**src/rtl/imem_loader.sv**
```systemverilog
// Boot loader: assembles a framed byte stream into 32-bit words, writes them into IMEM,
// verifies an XOR checksum and releases the CPU from reset only after a clean load.
//
// state    | meaning
// S_LEN_HI | waiting for the high byte of the word count
// S_LEN_LO | waiting for the low byte; validates the word count
// S_DATA   | assembling data bytes into words and writing them to IMEM
// S_CSUM   | waiting for the checksum byte
// S_DONE   | image loaded and verified; CPU released
// S_ERR    | load aborted; CPU held in reset
module imem_loader #(
  parameter int DEPTH_LOG2 = 11
) (
  input  logic                  clk,
  input  logic                  rst,
  input  logic [7:0]            in_data,
  input  logic                  in_valid,
  output logic                  in_ready,
  output logic                  im_we,
  output logic [DEPTH_LOG2-1:0] im_waddr,
  output logic [31:0]           im_wdata,
  output logic                  cpu_rst,
  output logic                  done,
  output logic                  err
);

  localparam int WCW = DEPTH_LOG2 + 1;
  localparam logic [16:0] MAX_WORDS = 17'd1 << DEPTH_LOG2;

  typedef enum logic [2:0] {
    S_LEN_HI,
    S_LEN_LO,
    S_DATA,
    S_CSUM,
    S_DONE,
    S_ERR
  } state_t;

  state_t          state, state_nxt;
  logic [7:0]      len_hi;
  logic [7:0]      csum;
  logic [16:0]     n_words;
  logic [1:0]      byte_cnt;
  logic [WCW-1:0]  word_cnt;
  logic [23:0]     asm_q;

  logic            accept;
  logic [16:0]     len_rx;
  logic            len_bad;
  logic            last_word;
  logic            csum_ok;

  assign accept    = in_valid && in_ready;
  assign len_rx    = {1'b0, len_hi, in_data};
  assign len_bad   = (len_rx == 17'd0) || (len_rx > MAX_WORDS);
  assign last_word = (17'(word_cnt) == (n_words - 17'd1));
  assign csum_ok   = (csum == in_data);

  always_ff @(posedge clk) begin
    if (rst) state <= S_LEN_HI;
    else     state <= state_nxt;
  end

  always_comb begin
    state_nxt = state;
    in_ready  = 1'b0;
    case (state)
      S_LEN_HI: begin
        in_ready = 1'b1;
        if (accept) state_nxt = S_LEN_LO;
      end
      S_LEN_LO: begin
        in_ready = 1'b1;
        if (accept) state_nxt = len_bad ? S_ERR : S_DATA;
      end
      S_DATA: begin
        in_ready = 1'b1;
        if (accept && (byte_cnt == 2'd3) && last_word) state_nxt = S_CSUM;
      end
      S_CSUM: begin
        in_ready = 1'b1;
        if (accept) state_nxt = csum_ok ? S_DONE : S_ERR;
      end
      default: ;
    endcase
  end

  // Status flags are registered from the next state so they change together with it.
  always_ff @(posedge clk) begin
    if (rst) begin
      len_hi   <= '0;
      csum     <= '0;
      n_words  <= '0;
      byte_cnt <= '0;
      word_cnt <= '0;
      asm_q    <= '0;
      im_we    <= 1'b0;
      im_waddr <= '0;
      im_wdata <= '0;
      cpu_rst  <= 1'b1;
      done     <= 1'b0;
      err      <= 1'b0;
    end else begin
      im_we   <= 1'b0;
      cpu_rst <= (state_nxt != S_DONE);
      done    <= (state_nxt == S_DONE);
      err     <= (state_nxt == S_ERR);
      if (accept) begin
        case (state)
          S_LEN_HI: len_hi <= in_data;
          S_LEN_LO: begin
            n_words  <= len_rx;
            byte_cnt <= '0;
            word_cnt <= '0;
            csum     <= '0;
            asm_q    <= '0;
          end
          S_DATA: begin
            csum     <= csum ^ in_data;
            asm_q    <= {asm_q[15:0], in_data};
            byte_cnt <= byte_cnt + 2'd1;
            if (byte_cnt == 2'd3) begin
              im_we    <= 1'b1;
              im_waddr <= word_cnt[DEPTH_LOG2-1:0];
              im_wdata <= {asm_q, in_data};
              word_cnt <= word_cnt + 1'b1;
            end
          end
          default: ;
        endcase
      end
    end
  end

endmodule

```
**config.mk**
```make
export PLATFORM = sky130hd
export DESIGN_NAME = imem_loader
export DESIGN_NICKNAME = d
export VERILOG_FILES = /design/src/rtl/imem_loader.sv
export SDC_FILE = /design/constraint.sdc
export NUM_CORES = 1
export LEC_CHECK = 0
export BUFFER_PORTS_ARGS = -buffer_cell sky130_fd_sc_hd__buf_2
export CAP_MARGIN = 40
export CORE_MARGIN = 4
export CORE_UTILIZATION = 50
export DETAILED_ROUTE_END_ITERATION = 12
export PLACE_DENSITY = 0.7
export SYNTH_ARGS = -nofsm -noshare
export SYNTH_HDL_FRONTEND = slang
export SYNTH_SLANG_ARGS = --single-unit
```
**constraint.sdc**
```tcl
create_clock -name clk -period 7.55 [get_ports clk]
set_input_delay 0.755 -clock clk [delete_from_list [all_inputs] [get_ports clk]]
set_output_delay 0.755 -clock clk [all_outputs]
set_load 0.1 [all_outputs]
```
---- Yosys cells after proc, flatten, opt, wreduce, memory -nomap -nowiden ----
Index checks and enable logic that the tools add are counted.
cells by class
  eq/ne operators ......................... 10
  mux-type cells .......................... 14
  order comparisons ....................... 1
  bitwise logic cells ..................... 3
  reduce and logical (&&, ||, !) cells .... 14
  add/subtract/negate cells ............... 3
operator list
  cell                                                                     number
  24-bit case mux with 2 select lines                                      1
  12-bit case mux with 2 select lines                                      1
  12-bit by 17-bit == test with 1-bit output                               1
  17-bit zero test                                                         1
  16-bit by 1-bit subtractor with 17-bit output (second input constant)    1
  16-bit by 12-bit > comparator with 1-bit output (second input constant)  1
  8-bit case mux with 2 select lines                                       1
  3-bit 2-to-1 mux                                                         5
  12-bit by 1-bit adder with 12-bit output (second input constant)         1
  12-bit 2-to-1 mux                                                        1
  3-bit case mux with 4 select lines                                       1
  8-bit == test                                                            1
  8-bit bitwise XOR                                                        1
  3-bit by 2-bit == test with 1-bit output (second input constant)         2
  3-bit == test (second input constant)                                    2
  2-bit AND reduction                                                      3
  3-bit AND reduction                                                      2
  2-bit case mux with 2 select lines                                       1
  4-bit OR reduction                                                       1
  3-bit by 1-bit == test with 1-bit output (second input constant)         1
  1-bit logical AND                                                        3
  3-bit zero test                                                          1
  1-bit 2-to-1 mux                                                         3
  3-bit != test (second input constant)                                    1
  7 further kinds                                                          8
storage, ports and cells
  input port bits ......................... 11
  output and inout port bits .............. 48
  bits in registers ....................... 120

---- Logic depth before layout (Yosys ltp) ----
Gate-level depths: netlist of run 1.
  word-level depth ........................ 9
  depth in mapped cells ................... 9
  depth with buffers taken out ............ 8

---- Worst setup path after synthesis of run 1 ----
OpenSTA, ideal clock, no wires.
  path kind ............................... input-to-reg
  from .................................... input port in_valid
  to ...................................... register done
  cell stages on the path ................. 7
  path slack .............................. 4.571 ns
  arrival time ............................ 2.863 ns
  library setup time ...................... 0.116 ns
  buffers on the path ..................... 2
  cells stage by stage .................... clkbuf_1 nor4bb_1 clkbuf_1 nand2_1 or4_1 or4_4 and3b_1
on the way
  cells in the longest elaborated chain, start to end .. 6
RTL lines
  item                                    line  text
  start, declared                         17    input logic in_valid,
  1-bit logical AND (*)                   53    assign accept = in_valid && in_ready;
  1-bit logical AND (2 in series)         78    if (accept && (byte_cnt == 2'd3) && last_word) state_nxt = S_CSUM;
  3-bit 2-to-1 mux                        78
  3-bit case mux with 4 select lines (*)  67    case (state)
  3-bit == test (*)                       106   done <= (state_nxt == S_DONE);
  end signal, assigned                    106
  end, declared                           23    output logic done,
Mark *: on every way between the ends. The rest lies on a longest branch, timed or not.
A chain may end at the register's enable or synchronous reset.

---- Worst setup path after layout of run 1 ----
  from .................................... register n_words[0]
  to ...................................... register done
on the way
  cells in the longest elaborated chain, start to end .. 6
RTL lines
  item                                           line  text
  start, declared                                42    logic [16:0] n_words;
  start signal, assigned                         112   n_words <= len_rx;
  16-bit by 1-bit subtractor with 17-bit output  56    assign last_word = (17'(word_cnt) == (n_words - 17'd1));
  12-bit by 17-bit == test with 1-bit output     56
  1-bit logical AND                              78
  3-bit 2-to-1 mux                               78
  3-bit case mux with 4 select lines             67
  3-bit == test                                  106
Every way passes these cells.

==> metrics.md, run 1 <==
| Metric | Value |
|---|---|
| Leakage power summed over all cells | `2.24 nW` |
| Area of the core region | `0.00977 mm^2` |
| Residual antenna-violating net count after detailed routing | `0` |
| Portion of the post-synthesis area used by sequential elements | `48.0%` |
| Iteration-0 DRC Markers | `322` |
| Cell-by-cell listing of the critical path | `inv_1 -> ha_1 -> or4b_1 -> o41a_1 -> nor3b_1 -> o211ai_1 -> or4_4 -> and3b_1` |
| Biggest cell delay along the critical path | `0.53 ns` |
| Length of the first detailed-routing pass in iterations | `5` |
| Area fraction of the dominant cell type after synthesis | `48.0%` |
| Number of synthesized flops with an enable pin | `0` |
| Setup WS post-layout | `4.78 ns` |
| Share of post-route cells with drive strength above 1 | `14.8%` |
| Tightest slew margin relative to the limit | `51.8%` |
| Area of the die | `0.0117 mm^2` |
| Starting utilization of the core area | `51.2%` |
| Data required time of the critical path | `7.96 ns` |
| Number of buffer cells added on primary ports | `58` |
| Fin crit period | `2.77 ns` |
| Final-report setup violation count | `0` |
| Start point of the critical path | `n_words[0]` |
| Via count of the first global-routing pass | `4094` |
| Multiplexer share of the synthesized area | `1.40%` |
| TritonCTS buffer count | `17` |
| Slew at the pin closest to its max-slew limit | `0.721 ns` |
| Startpoint of the lowest-slack register-to-register path | `n_words[0]` |
| Worst path bufs/invs | `1` |
| Gate count of the mapped netlist | `623` |
| Capturing element type of the critical path | `register` |
| Mean instance size in the synthesized netlist | `8.03 um^2` |
| Number of max-cap violations | `0` |
| TritonCTS clock tree | `built` |
| Async set-reset flop share out of synthesis | `0%` |
| Simple-gate area share of the yosys netlist | `23.5%` |
| Pin count of the biggest net entering global routing | `73` |
| Register clock-pin slew on the reported worst setup and hold paths | `0.06 ns` |
| Final-layout setup total negative slack | `0 ns` |
| Hold Crit Class | `reg -> reg` |
| Post_cts resized | `0` |
| Hold Startpoint | `im_wdata[4]` |
| CTS Hold Buffers Added | `0` |
| Nets@finish | `667` |
| Achievable clock frequency | `361 MHz` |
| Post-Synth XOR/XNOR Area | `4.90%` |
| Netlist Area Pre-Place | `0.00500 mm^2` |
| Post-layout instance count excluding filler cells | `797` |
| DR vias/cell | `5.46` |
| Fraction of the mapped netlist area in compound gates | `16.9%` |
| Post-CTS Setup Inserts | `0` |
| FF+latch count, synth | `120` |
| Main combinational cell family by area after synthesis | `simple AND/OR/NAND/NOR gates` |
| Library cell used as clock root buffer | `sky130_fd_sc_hd__clkbuf_8` |
| Run status | `finished, final reports clean` |
| CTS H-tree lvls | `4` |
| First-pass GRT wire length | `19.9 mm` |
| Layout area overhead | `17.5%` |
| Remaining global-route overflow | `0` |
| Arrival time of data at the critical path endpoint | `3.18 ns` |
| Placed cell count | `767` |
| Count of distinct cell types in the synthesized netlist | `49` |
| Global placement routability congestion | `0.907` |
| Area of the multi-input gates | `0.00239 mm^2` |
| Kind of cell with the highest combined delay on the critical path | `simple AND/OR/NAND/NOR gates` |
| Die height | `108 um` |
| Final worst clock skew | `0.00580 ns` |
| Synthesis warning total | `0` |
| Clock Sink Count | `120` |
| RSZ-0062 raised after global routing | `no` |
| Slowest CP cell | `sky130_fd_sc_hd__or4b_1` |
| Initial antenna violation count | `0` |
| Number of ports placed on the die boundary | `59` |
| Adder-Cell Fraction of Synth Area | `0.750%` |
| Total Routing Usage GR | `21.5%` |
| Syn nets | `637` |
| Final Hold Fails | `0` |
| Total of fill cells in the finished design | `892` |
| Worst setup path category | `reg -> reg` |
| Number of slew-limit violations in the final report | `0` |
| Worst supply voltage drop on vdd | `0.163 mV` |
| Nature of the critical path startpoint | `register` |
| Highest net fanout along the worst path | `8` |
| Die width | `108 um` |
| Detail-routed net length per standard cell | `14.8 um` |
| Total DRC errors in the routed layout | `0` |
| Ratio of final minimum period to clock period | `36.6%` |
| Top post-synthesis cells by area | `sky130_fd_sc_hd__dfxtp_1 (48%), sky130_fd_sc_hd__nand2_1 (11%), sky130_fd_sc_hd__a21oi_1 (8.0%)` |
| Clock latency at the later pin of the worst-skew pair | `0.52 ns` |
| Setup slack after placement | `4.43 ns` |
| Pwr per Cell Area | `257 mW/mm^2` |
| DRT Wirelength | `11.8 mm` |
| Detailed-placement wirelength estimate | `7.85 mm` |
| Buffer levels on the longest clock path | `2` |
| Number of cell rows | `36` |
| Largest area contributor in the synthesized netlist | `sky130_fd_sc_hd__dfxtp_1` |
| Sequential cell area | `0.00240 mm^2` |
| Count of vias placed by the detailed router | `4348` |
| Diode count | `0` |
| Primary flip-flop cell chosen by synthesis mapping | `sky130_fd_sc_hd__dfxtp_1` |
[placed cells by master (no fill, tap or decap), types with 4 or more instances in the layout]
cell type | netlist | final
sky130_fd_sc_hd__a21oi_1 | 80 | 80
sky130_fd_sc_hd__a22oi_1 | 31 | 31
sky130_fd_sc_hd__buf_2 | 2 | 57
sky130_fd_sc_hd__buf_4 | 0 | 6
sky130_fd_sc_hd__clkbuf_16 | 0 | 16
sky130_fd_sc_hd__clkbuf_8 | 0 | 4
sky130_fd_sc_hd__dfxtp_1 | 120 | 120
sky130_fd_sc_hd__inv_1 | 6 | 6
sky130_fd_sc_hd__mux2i_1 | 7 | 7
sky130_fd_sc_hd__nand2_1 | 150 | 150
sky130_fd_sc_hd__nand3_1 | 6 | 6
sky130_fd_sc_hd__nor2_1 | 59 | 58
sky130_fd_sc_hd__nor2b_1 | 5 | 5
sky130_fd_sc_hd__nor4_1 | 8 | 8
sky130_fd_sc_hd__o21ai_0 | 6 | 6
sky130_fd_sc_hd__or3_1 | 8 | 8
sky130_fd_sc_hd__or4_1 | 6 | 6
sky130_fd_sc_hd__xnor2_1 | 13 | 13
sky130_fd_sc_hd__xor2_1 | 15 | 15
[registers in the layout (all words and copies together) (netlist names)]
register / flops
state: 3
im_wdata: 32
asm_q: 24
byte_cnt: 2
err: 1
n_words: 16
cpu_rst: 1
len_hi: 8
done: 1
csum: 8
im_waddr: 11
im_we: 1
word_cnt: 12
[cells in the mapped netlist, types with 7 or more instances]
cell type                    n
sky130_fd_sc_hd__dfxtp_1   120
sky130_fd_sc_hd__clkbuf_1   49
sky130_fd_sc_hd__xnor2_1    13
sky130_fd_sc_hd__nor4_1      8
sky130_fd_sc_hd__nor2_1     59
sky130_fd_sc_hd__a22oi_1    31
sky130_fd_sc_hd__xor2_1     15
sky130_fd_sc_hd__nand2_1   150
sky130_fd_sc_hd__or3_1       8
sky130_fd_sc_hd__a21oi_1    80
sky130_fd_sc_hd__mux2i_1     7
[per-stage QoR]
| stage | util [%] | hold slack (ns) | cell area [um^2] | total power (W) |
|---|---|---|---|---|
| 2_1_floorplan | - | 0.432 | 5000 | 0.000768 |
| 3_3_place_gp | 54.4 | 0.440 | 5320 | 0.000791 |
| 3_5_place_dp | 54.7 | 0.444 | 5340 | 0.000796 |
| 4_1_cts | 60.2 | 0.451 | 5880 | 0.00152 |
| 5_1_grt | 60.2 | 0.469 | 5880 | 0.00157 |
| 6_report | 60.2 | 0.450 | 5880 | 0.00151 |
[worst reg2reg max path, cell delays in order (launching register included)]
cell                       delay (ns)
sky130_fd_sc_hd__dfxtp_1         0.38
sky130_fd_sc_hd__inv_1           0.09
sky130_fd_sc_hd__ha_1            0.25
sky130_fd_sc_hd__or4b_1          0.53
sky130_fd_sc_hd__o41a_1          0.44
sky130_fd_sc_hd__nor3b_1         0.21
sky130_fd_sc_hd__o211ai_1        0.13
sky130_fd_sc_hd__or4_4           0.45
sky130_fd_sc_hd__and3b_1         0.18
[cells by family (layout without fill, tap and decap cells)]
| group | count (synthesis) | after routing |
|---|---|---|
| adders and majority gates | 3 | 3 |
| DFF | 120 | 120 |
| AOI/OAI and AO/OA | 139 | 139 |
| muxes | 7 | 7 |
| and+or+nand+nor | 267 | 267 |
| xor gates and xnor gates | 28 | 28 |
| buffers and inverters | 59 | 100 |
[routing by layer]
metal / GRT usage [%] / part of all wire, %
met3: 4.72 / 4.3
met1: 26.6 / 44
met5: 0 / 0
met4: 8.48 / 1.6
met2: 36.5 / 50
[power by group]
| group | internal, W | leakage (nW) | switching [W] |
|---|---|---|---|
| Sequential | 0.000645 | 0.969 | 0.0000144 |
| Clock | 0.000457 | 0.256 | 0.000270 |
| Combinational | 0.0000436 | 1.01 | 0.0000806 |
[final cells by class]
class / count / area share (%)
multi-input combinational: 444 / 40.7
clock buffer: 23 / 7.93
tap: 133 / 2.83
sequential: 120 / 40.8
clock inverter: 7 / 1.21
timing repair buffer: 64 / 6.08
inverter: 6 / 0.383
[worst paths after layout]
path                            cells past startpoint  slack [ns]           to
worst min register to register                      2        0.45  im_wdata[4]
worst min-delay path                                2        0.45  im_wdata[4]
worst max-delay path                                8        4.78         done
worst max register to register                      8        4.78         done
Power figures use the tool's default switching activity.
==> run 2: changes to the inputs <==
Settings changed: PLACE_DENSITY 0.7 to 0.73.
Clock period 7.55 ns to 2.3 ns, I/O delays scaled along.
==> run 2 against run 1 <==
  * The flow now finishes with violations (negative setup slack)
  * Sequential power rose to 3.3 times the previous value
  * Sequential cell count unchanged
  * Critical path depth down 2
  * Critical endpoint unchanged
  * Sequential share of layout area down 3.0 points
==> metrics.md, run 2 (same netlist as run 1, synthesis figures left out) <==
| Metric | Value |
|---|---|
| Run status | `finished, violations left (was finished, final reports clean)` |
| Failing checks | `negative setup slack` |
| Final-report setup violation count | `4 (was 0)` |
| First-pass GRT wire length | `21.1 mm (was 19.9 mm)` |
| Setup slack of the most critical reg-to-reg path | `-0.26 ns (was 4.78 ns)` |
| Initial antenna violation count | `0 (unchanged)` |
| Top Metal Used | `met4 (unchanged)` |
| Reg2Reg Depth | `6 (was 8)` |
| Setup WS post-layout | `-0.261 ns (was 4.78 ns)` |
| Biggest cell delay along the critical path | `0.54 ns (was 0.53 ns)` |
| Proportion of power drawn by the clock network | `52.0% (was 48.1%)` |
| Residual antenna-violating net count after detailed routing | `0 (unchanged)` |
| Global placement routability congestion | `0.882 (was 0.907)` |
| Fraction of the core area covered by cells at the end of the flow | `65.0% (was 60.2%)` |
| Final worst clock skew | `0.0101 ns (was 0.00580 ns)` |
| Capturing element type of the critical path | `register (unchanged)` |
| Number of ports placed on the die boundary | `59 (unchanged)` |
| Via count of the first global-routing pass | `4479 (was 4094)` |
| Final-layout setup total negative slack | `-0.797 ns (was 0 ns)` |
| Startpoint of the lowest-slack register-to-register path | `n_words[0] (unchanged)` |
| Share of post-route cells with drive strength above 1 | `21.6% (was 14.8%)` |
| Die height | `108 um (unchanged)` |
| Iteration-0 DRC Markers | `296 (was 322)` |
| Number of max-cap violations | `0 (unchanged)` |
| Final Hold Fails | `0 (unchanged)` |
| TritonCTS clock tree | `built (unchanged)` |
| Highest net fanout along the worst path | `4 (was 8)` |
| Detailed-placement wirelength estimate | `8.65 mm (was 7.85 mm)` |
| Count of vias placed by the detailed router | `4604 (was 4348)` |
| Hold Startpoint | `in_data[5] (was im_wdata[4])` |
| Number of buffer cells added on primary ports | `58 (unchanged)` |
| Total Routing Usage GR | `22.7% (was 21.5%)` |
| Slew at the pin closest to its max-slew limit | `0.550 ns (was 0.721 ns)` |
| Sequential cell fraction of total power | `38.7% (was 43.6%)` |
| Data required time of the critical path | `2.71 ns (was 7.96 ns)` |
| Library cell used as clock root buffer | `sky130_fd_sc_hd__clkbuf_8 (unchanged)` |
| Tightest slew margin relative to the limit | `63.2% (was 51.8%)` |
| Nature of the critical path startpoint | `register (unchanged)` |
| Fin crit period | `2.56 ns (was 2.77 ns)` |
| Ratio of final minimum period to clock period | `111% (was 36.6%)` |
| Worst supply voltage drop on vdd | `0.663 mV (was 0.163 mV)` |
| Worst Hold Path EP | `im_wdata[5] (was im_wdata[4])` |
| Worst setup path category | `reg -> reg (unchanged)` |
| Total DRC errors in the routed layout | `0 (unchanged)` |
| Length of the first detailed-routing pass in iterations | `5 (unchanged)` |
| Area of the multi-input gates | `0.00243 mm^2 (was 0.00239 mm^2)` |
| Dominant cell type by count on the critical path | `sky130_fd_sc_hd__or4_4` |
| Leakage power summed over all cells | `2.51 nW (was 2.24 nW)` |
| TritonCTS buffer count | `17 (unchanged)` |
| Total of fill cells in the finished design | `789 (was 892)` |
| Clock Sink Count | `120 (unchanged)` |
| Met1 wire length | `5.49 mm (was 5.24 mm)` |
| Hold-critical path depth | `3 (was 2)` |
| Nets@finish | `708 (was 667)` |
| Setup slack after placement | `-0.274 ns (was 4.43 ns)` |
| Worst path bufs/invs | `0 (was 1)` |
| Routed length on met3 | `620 um (was 507 um)` |
| Arrival time of data at the critical path endpoint | `2.97 ns (was 3.18 ns)` |
| Number of flip-flops in the largest register | `32 (unchanged)` |
| Starting utilization of the core area | `51.2% (unchanged)` |
| Post-CTS Setup Inserts | `0 (unchanged)` |
| RSZ-0062 raised after global routing | `yes (was no)` |
| Worst R2R End | `done (unchanged)` |
| Detail-routed net length per standard cell | `15.3 um (was 14.8 um)` |
| Remaining global-route overflow | `0 (unchanged)` |
| Sequential cell area | `0.00240 mm^2 (about the same)` |
| Area of the die | `0.0117 mm^2 (unchanged)` |
| Most used cells in the layout excluding fill and tap cells | `sky130_fd_sc_hd__nand2_1 (150), sky130_fd_sc_hd__dfxtp_1 (119), sky130_fd_sc_hd__a21oi_1 (80) (was sky130_fd_sc_hd__nand2_1 (150), sky130_fd_sc_hd__dfxtp_1 (120), sky130_fd_sc_hd__a21oi_1 (80))` |
| Final hold slack | `0.0451 ns (was 0.450 ns)` |
| Top register by number of flip-flops | `im_wdata (unchanged)` |
| Hold Crit Class | `in -> reg (was reg -> reg)` |
| Met2 layer wire length in the routed design | `6.42 mm (was 5.85 mm)` |
| Switching power | `0.00132 W (was 0.000365 W)` |
| DRT Wirelength | `12.8 mm (was 11.8 mm)` |
| CTS Hold Buffers Added | `0 (unchanged)` |
| Buffer levels on the longest clock path | `2 (unchanged)` |
| DR vias/cell | `5.48 (was 5.46)` |
| Cell-by-cell listing of the critical path | `or4_4 -> or3_4 -> o311ai_2 -> o221ai_1 -> or4_4 -> and3b_1 (was inv_1 -> ha_1 -> or4b_1 -> o41a_1 -> nor3b_1 -> o211ai_1 -> or4_4 -> and3b_1)` |
| Die width | `108 um (unchanged)` |
| Achievable clock frequency | `390 MHz (was 361 MHz)` |
| Number of cell rows | `36 (unchanged)` |
| Layout area overhead | `27.0% (was 17.5%)` |
| Pin count of the biggest net entering global routing | `65 (was 73)` |
| Pwr per Cell Area | `874 mW/mm^2 (was 257 mW/mm^2)` |
| Pwr Total | `0.00556 W (was 0.00151 W)` |
| Clock latency at the later pin of the worst-skew pair | `0.52 ns (about the same)` |
| Kind of cell with the highest combined delay on the critical path | `simple AND/OR/NAND/NOR gates (unchanged)` |
| Internal cell power | `0.00424 W (was 0.00115 W)` |
| Slowest CP cell | `sky130_fd_sc_hd__or4_4 (was sky130_fd_sc_hd__or4b_1)` |
| Register clock-pin slew on the reported worst setup and hold paths | `0.06 ns (about the same)` |
| CTS H-tree lvls | `4 (unchanged)` |
| Commonest non-fill, non-tap cell in the layout | `sky130_fd_sc_hd__nand2_1 (unchanged)` |
| Diode count | `0 (unchanged)` |
| Number of slew-limit violations in the final report | `0 (unchanged)` |
| Proportion of power drawn by combinational gates | `9.3% (was 8.2%)` |
| Switching share of power | `23.7% (was 24.2%)` |
| Area of the core region | `0.00977 mm^2 (unchanged)` |
| Regs by FF count | `im_wdata (32), asm_q (24), n_words (16) (unchanged)` |
[run 2: cell types whose count changed in the layout (fill, tap and decap cells not counted), sizes merged]
| cell | change |
|---|---|
| buf | +41 |
| bufinv | +4 |
| clkbuf | -4 |
| clkinv | -1 |
| clkinvlp | +1 |
| inv | +2 |
[run 2: repair_timing]
| item | in CTS | in global routing |
|---|---|---|
| gates resized for setup | 2 | 9 |
| pin swaps | 0 | 1 |
| endpoints found under the setup margin | 4 | 8 |
[run 2: worst max-delay path by stage]
stage | slack (ns) | cells after the start | startpoint | end
finish | -0.26 | 6 | n_words[0] | done
global route | -0.32 | 6 | n_words[0] | done
CTS | -0.23 | 5 | n_words[7] | done
detailed placement | -0.27 | 5 | n_words[7] | done
floorplan | -0.36 | 7 | n_words[7] | done
global placement | -0.24 | 5 | n_words[7] | done
[run 2: cell type report]
cell class | count | share of cell area, %
clock buffer | 19 | 6.79
tap | 133 | 2.62
clock inverter | 13 | 3.40
inverter | 6 | 0.413
sequential | 120 | 37.8
multi-input combinational | 444 | 38.3
timing repair buffer | 105 | 10.7
[run 2: metal layers]
| metal | vias to the layer above | GRT usage, % |
|---|---|---|
| met4 | 0 | 9.20 |
| met2 | 133 | 38.6 |
| li1 | 2256 | - |
| met5 | - | 0 |
| met3 | 31 | 4.96 |
| met1 | 2184 | 28.0 |
[run 2: worst min-delay path, cell delays in order]
cell and delay [ns]:
sky130_fd_sc_hd__buf_2 0.16, sky130_fd_sc_hd__nand2_1 0.07, sky130_fd_sc_hd__a21oi_1 0.05
[run 2: power by group through the flow]
stage	registers, W	clock network, W	logic [W]
floorplan	0.00220	0	0.000320
global placement	0.00219	0	0.000472
detailed placement	0.00219	0	0.000483
CTS	0.00215	0.00291	0.000491
global route	0.00215	0.00301	0.000563
finish	0.00215	0.00289	0.000518
[run 2: metrics by stage]
| stage | cell area, um^2 | std cells |
|---|---|---|
| 2_1_floorplan | 5010 | 623 |
| 3_3_place_gp | 5660 | 808 |
| 3_5_place_dp | 5660 | 808 |
| 4_1_cts | 6320 | 840 |
| 5_1_grt | 6360 | 840 |
| 6_report | 6360 | 840 |
